<file path="src/rtl/mult_div_unit.sv">
// Iterative 32-bit multiply/divide unit with HI/LO result registers.
// MULT/MULTU use LSB-first shift-add and DIV/DIVU use MSB-first restoring division.
// Each operation takes 32 CALC cycles and one FIX cycle. HI/LO change only in FIX or on MTHI/MTLO.
module mult_div_unit (
   input  logic        clk,
   input  logic        rst_n,
   input  logic        start,
   input  logic [1:0]  op,
   input  logic [31:0] inpA,
   input  logic [31:0] inpB,
   input  logic        mthi,
   input  logic        mtlo,
   output logic        busy,
   output logic        done,
   output logic [31:0] hi,
   output logic [31:0] lo
);

   localparam int unsigned W     = 32;
   localparam int unsigned ACC_W = 2 * W;
   localparam int unsigned CNT_W = 6;
   localparam logic [CNT_W-1:0] LAST_ITER = CNT_W'(W - 1);

   typedef enum logic [1:0] {
      IDLE = 2'd0,
      CALC = 2'd1,
      FIX  = 2'd2
   } state_e;

   state_e             state_q,   state_d;
   logic [CNT_W-1:0]   cnt_q,     cnt_d;
   logic               is_div_q,  is_div_d;
   logic               neg_res_q, neg_res_d;   // negate product / quotient
   logic               neg_rem_q, neg_rem_d;   // negate remainder (dividend sign)
   logic               b_zero_q,  b_zero_d;
   logic [W-1:0]       opnd_q,    opnd_d;      // multiplicand or divisor magnitude
   logic [W-1:0]       orig_a_q,  orig_a_d;    // raw dividend for divide-by-zero HI
   logic [ACC_W-1:0]   acc_q,     acc_d;       // product, or dividend shifting into quotient
   logic [W-1:0]       rem_q,     rem_d;       // settled partial remainder
   logic               busy_q,    busy_d;
   logic               done_q,    done_d;
   logic [W-1:0]       hi_q,      hi_d;
   logic [W-1:0]       lo_q,      lo_d;

   logic [W-1:0]       a_mag, b_mag;
   logic               sign_a, sign_b;
   logic [W:0]         mul_sum;
   logic [W:0]         div_part;
   logic               div_ge;
   logic [W-1:0]       div_diff;
   logic [ACC_W-1:0]   prod_fix;
   logic [W-1:0]       quo_fix, rem_fix;

   // Operand signs and magnitudes; only signed ops take magnitudes
   always_comb begin
      sign_a = op[0] & inpA[W-1];
      sign_b = op[0] & inpB[W-1];
      a_mag  = sign_a ? W'(-inpA) : inpA;
      b_mag  = sign_b ? W'(-inpB) : inpB;
   end

   // One iteration step for each algorithm, plus FIX-stage sign correction
   always_comb begin
      mul_sum  = {1'b0, acc_q[ACC_W-1:W]} + (acc_q[0] ? {1'b0, opnd_q} : (W+1)'(0));
      div_part = {rem_q, acc_q[W-1]};
      div_ge   = (div_part >= {1'b0, opnd_q});
      div_diff = W'(div_part - {1'b0, opnd_q});
      prod_fix = neg_res_q ? ACC_W'(-acc_q) : acc_q;
      quo_fix  = neg_res_q ? W'(-acc_q[W-1:0]) : acc_q[W-1:0];
      rem_fix  = neg_rem_q ? W'(-rem_q) : rem_q;
   end

   // Next-state and datapath updates
   always_comb begin
      state_d   = state_q;
      cnt_d     = cnt_q;
      is_div_d  = is_div_q;
      neg_res_d = neg_res_q;
      neg_rem_d = neg_rem_q;
      b_zero_d  = b_zero_q;
      opnd_d    = opnd_q;
      orig_a_d  = orig_a_q;
      acc_d     = acc_q;
      rem_d     = rem_q;
      hi_d      = hi_q;
      lo_d      = lo_q;
      done_d    = 1'b0;
      busy_d    = 1'b0;

      unique case (state_q)
         IDLE: begin
            if (start) begin
               state_d   = CALC;
               cnt_d     = '0;
               is_div_d  = op[1];
               neg_res_d = sign_a ^ sign_b;
               neg_rem_d = sign_a;
               b_zero_d  = (inpB == '0);
               orig_a_d  = inpA;
               rem_d     = '0;
               opnd_d    = op[1] ? b_mag : a_mag;
               acc_d     = {{W{1'b0}}, (op[1] ? a_mag : b_mag)};
            end else begin
               if (mthi) hi_d = inpA;
               if (mtlo) lo_d = inpA;
            end
         end
         CALC: begin
            if (is_div_q) begin
               acc_d = {acc_q[ACC_W-1:W], acc_q[W-2:0], div_ge};
               rem_d = div_ge ? div_diff : div_part[W-1:0];
            end else begin
               acc_d = {mul_sum, acc_q[W-1:1]};
            end
            cnt_d = cnt_q + CNT_W'(1);
            if (cnt_q == LAST_ITER) state_d = FIX;
         end
         FIX: begin
            if (!is_div_q) begin
               hi_d = prod_fix[ACC_W-1:W];
               lo_d = prod_fix[W-1:0];
            end else if (b_zero_q) begin
               hi_d = orig_a_q;
               lo_d = '1;
            end else begin
               hi_d = rem_fix;
               lo_d = quo_fix;
            end
            done_d  = 1'b1;
            state_d = IDLE;
         end
         default: state_d = IDLE;
      endcase

      busy_d = (state_d != IDLE);
   end

   // State and datapath registers with asynchronous clear
   always_ff @(posedge clk or negedge rst_n) begin
      if (!rst_n) begin
         state_q   <= IDLE;
         cnt_q     <= '0;
         is_div_q  <= 1'b0;
         neg_res_q <= 1'b0;
         neg_rem_q <= 1'b0;
         b_zero_q  <= 1'b0;
         opnd_q    <= '0;
         orig_a_q  <= '0;
         acc_q     <= '0;
         rem_q     <= '0;
         busy_q    <= 1'b0;
         done_q    <= 1'b0;
         hi_q      <= '0;
         lo_q      <= '0;
      end else begin
         state_q   <= state_d;
         cnt_q     <= cnt_d;
         is_div_q  <= is_div_d;
         neg_res_q <= neg_res_d;
         neg_rem_q <= neg_rem_d;
         b_zero_q  <= b_zero_d;
         opnd_q    <= opnd_d;
         orig_a_q  <= orig_a_d;
         acc_q     <= acc_d;
         rem_q     <= rem_d;
         busy_q    <= busy_d;
         done_q    <= done_d;
         hi_q      <= hi_d;
         lo_q      <= lo_d;
      end
   end

   assign busy = busy_q;
   assign done = done_q;
   assign hi   = hi_q;
   assign lo   = lo_q;

endmodule
</file>
<file path="config.mk">
export PLATFORM = sky130hd
export DESIGN_NAME = mult_div_unit
export DESIGN_NICKNAME = d
export VERILOG_FILES = /design/src/rtl/mult_div_unit.sv
export SDC_FILE = /design/constraint.sdc
export NUM_CORES = 1
export LEC_CHECK = 0
export ABC_AREA = 1
export BUFFER_PORTS_ARGS = -buffer_cell sky130_fd_sc_hd__buf_2
export CELL_PAD_IN_SITES_DETAIL_PLACEMENT = 1
export CELL_PAD_IN_SITES_GLOBAL_PLACEMENT = 1
export CORE_MARGIN = 2
export CORE_UTILIZATION = 44
export DETAILED_ROUTE_END_ITERATION = 6
export GPL_TIMING_DRIVEN = 0
export HOLD_SLACK_MARGIN = 0.03
export PLACE_DENSITY_LB_ADDON = 0.1
export SKIP_CTS_REPAIR_TIMING = 1
export SLEW_MARGIN = 20
export SYNTH_ARGS = -nofsm -noshare
export SYNTH_HDL_FRONTEND = slang
export SYNTH_SLANG_ARGS = --single-unit
</file>
<file path="constraint.sdc">
create_clock -name clk -period 3.1 [get_ports clk]
set_clock_uncertainty 0.2 [all_clocks]
set_input_delay 0.465 -clock clk [delete_from_list [all_inputs] [get_ports clk]]
set_output_delay 0.465 -clock clk [all_outputs]
set_load 0.01 [all_outputs]
</file>
==> results.py <==
metrics = {
    "outcome": {
        "status": "complete, but fails checks",
        "violations": "negative setup slack",
    },
    "worst_setup_path": {
        "cp_data_required_time_ps": 3440,
        "crit_type": "reg -> reg",
        "cpMostUsedCell": "nand3_1",
        "cpPeakStageDelay_ps": 570,
        "worstPathBufferInverterCount": 0,
        "cp_max_fo": 7,
        "end_kind": "flip-flop",
        "crit_slowest_cell": "dfrtp_1",
        "cpLargestDelayFamily": "simple AND/OR/NAND/NOR gates",
        "path_cells": "nor2_2 > nand3_1 > nor2_2 > nand2_1 > nor2_2 > nand3_1 > nand3_1 > nand3_1 > nand2_1 > nand2_1 > a21oi_1",
        "startpoint_type": "flip-flop",
        "crit_arrival_ps": 3470,
    },
    "routing": {
        "wl_per_cell_um": 26.57,
        "routed_via_density": 6.194,
        "drc": 0,
        "drt_iter0_drc": 2589,
        "wirelength_um": 108700,
        "dr.pass1.iters": 6,
        "vias": 25350,
        "ant_nets": 0,
    },
    "layout": {
        "syn2layout_area_growth_pct": 13.53,
        "layout-drive-gt1-share": 0.09613,
        "mostFrequentLayoutCells": "852 x nand2_1, 493 x nor2_1, 324 x inv_1, 297 x nand3_1, 235 x o21ai_0",
        "multi_input_area_um2": 12790,
        "fin_util": 0.5026,
        "antenna_cells": 0,
        "seq_area_um2": 5971,
        "mostFrequentLayoutCell": "nand2_1",
        "final_nets": 3603,
        "fillers": 6471,
    },
    "cts": {
        "cts_max_level": 1,
        "clk_latency_ps": 620,
        "clkSinkCount": 238,
        "cts.clk_slew.worst_paths_ps": 60,
        "cts-root-buf": "clkbuf_16",
        "cts_buffers": 31,
        "cts_tree": "yes",
        "cts_buffer_depth": 3,
    },
    "global_route": {
        "grt_max_degree": 99,
        "grt_usage": 0.4433,
        "grt_overflow": 0,
        "grt_pass1_wl_um": 158700,
        "grt_pass1_vias": 25220,
        "antenna_found_initial": 2,
    },
    "sta": {
        "fin_crit_sh": 1.009,
        "tightest_slew_ps": 994.0,
        "layout_min_cycle_time_ps": 3129,
        "drv_slew": 0,
        "fmax_ghz": 0.3196,
        "final-setup-viol-count": 1,
        "postLayoutSetupSlackWorst_ps": -29.30,
        "max_slew_margin": 0.3349,
        "fin_tns_setup_ps": -29.30,
        "timing_hold_violations_final": 0,
        "hold_ws_ps": 37.60,
    },
    "logic_synthesis": {
        "ys_ff_latch": 238,
        "synth_cells": 3282,
        "synthDistinctLibCells": 51,
        "syn_area_per_cell_um2": 6.240,
        "synth_enable_flop_cells": 0,
        "ys_warn_count": 0,
        "ys_seq_area_frac": 0.2908,
        "syn-num-nets": 3424,
        "async_flop_share": 1.000,
        "mappedNetlistArea_um2": 20480,
        "ys.flop_type": "dfrtp_1",
    },
    "pwr": {
        "ir_drop_uv": 715.1,
        "finalPower_mw": 30.29,
        "cellLeakagePower_nw": 11.23,
        "p_per_area_nw_per_um2": 1303,
    },
    "placement": {
        "routabilityCongestion": 1.048,
        "io_buffers": 136,
        "dp_slack_ps": -314.8,
        "dp_hpwl_um": 88730,
    },
    "floorplanning": {
        "core_um2": 46260,
        "die_w_um": 219.7,
        "initial_core_util": 0.4427,
        "die_h_um": 219.7,
        "die-area_um2": 48280,
        "io_pins": 137,
        "row_count": 79,
    },
    "run": {
        "cap_violations": 0,
    },
    "hold_path": {
        "min_path_type": "in -> reg",
    },
}
final cells by class:
| type | count | share of cell area |
|---|---|---|
| flip-flops and latches | 238 | 0.2568 |
| clock buffers | 44 | 0.03934 |
| well taps | 607 | 0.03267 |
| clock inverters | 13 | 0.007534 |
| multi-input cells | 2583 | 0.5503 |
| repair buffers | 146 | 0.03476 |
| plain buffers | 125 | 0.02422 |
| inverters | 336 | 0.05435 |
synthesized netlist by cell type, types with 3 or more instances:
library cell / number / area share
o211ai_1: 26 / 0.0095
o221ai_1: 14 / 0.0060
inv_2: 9 / 0.0016
nor3_1: 33 / 0.0081
dfrtp_1: 238 / 0.29
o22ai_1: 11 / 0.0034
a21o_1: 7 / 0.0026
ha_1: 69 / 0.042
nand3_2: 12 / 0.0059
nor2_2: 9 / 0.0027
nand2_1: 853 / 0.16
a22oi_1: 17 / 0.0062
xor2_1: 49 / 0.021
buf_2: 32 / 0.0078
a221oi_1: 32 / 0.014
a21oi_1: 229 / 0.056
nand3_1: 298 / 0.073
clkbuf_1: 64 / 0.012
o21ai_1: 36 / 0.0088
xnor2_1: 18 / 0.0077
a31oi_1: 4 / 0.0012
nor2_4: 6 / 0.0033
buf_6: 4 / 0.0022
inv_1: 325 / 0.060
nor4_1: 5 / 0.0015
o21bai_1: 8 / 0.0029
a21boi_0: 4 / 0.0015
o21a_1: 14 / 0.0051
a211o_1: 3 / 0.0013
or2_2: 10 / 0.0031
and2_1: 4 / 0.0012
buf_4: 3 / 0.0011
nand2_2: 8 / 0.0024
nand3b_1: 12 / 0.0044
nor2_1: 500 / 0.092
nand4_1: 31 / 0.0095
buf_1: 22 / 0.0040
o21ai_0: 242 / 0.059
stage by stage:
stage	instances	instance area, um2
after floorplan	3282	20480
after global placement	4025	21920
after detailed placement	4027	21980
after CTS	4084	23070
after global routing	4092	23250
final	4092	23250
flip-flops by register name, summed over array words and instances (netlist names):
register   cells
b_zero_q       1
hi            32
done           1
is_div_q       1
lo            32
orig_a_q      32
busy           1
neg_res_q      1
opnd_q        32
neg_rem_q      1
rem_q         32
cnt_q          6
acc_q         64
state_q        2
metal layers:
metal  track usage  up-vias  share of wire
li1              -    11200              -
met2        0.6789     1356           0.43
met4        0.2774        0          0.076
met5             0        -              0
met3       0.08930      350          0.087
met1        0.5720    12440           0.41
worst paths after layout:
check | from | endpoint | slack (ps) | depth (start not counted)
worst max register to register | acc_q[29] | hi[30] | -30 | 11
worst min-delay path | inpA[9] | lo[9] | 40 | 3
min in group asynchronous | rst_n | acc_q[46] | 130 | 2
worst min register to register | cnt_q[5] | state_q[1] | 260 | 1
max in group asynchronous | rst_n | opnd_q[1] | 1200 | 4
worst max-delay path | acc_q[29] | hi[30] | -30 | 11
tightest hold or removal path, stage by stage:
cell     delay, ps
buf_2          160
nand2_1        110
a31oi_1         80
where the power goes:
part           switching [mW]  internal (mW)  total, mW  leakage [nW]
clock                    1.60           2.31       3.91         0.533
combinational            13.3           5.94       19.3          7.83
sequential               2.41           4.68       7.10          2.87
total                    17.4           12.9       30.3          11.2
kinds of logic (layout without fill, tap and decap cells):
group	Yosys count	after routing	synth area share
buffers and inverters	461	664	0.08847
adders and majority gates	71	71	0.04411
DFF	238	238	0.2908
xor gates and xnor gates	67	67	0.02866
and+or+nand+nor	1785	1785	0.3648
AOI/OAI and AO/OA	660	660	0.1831
No activity file was read; power rests on OpenSTA's default activity.
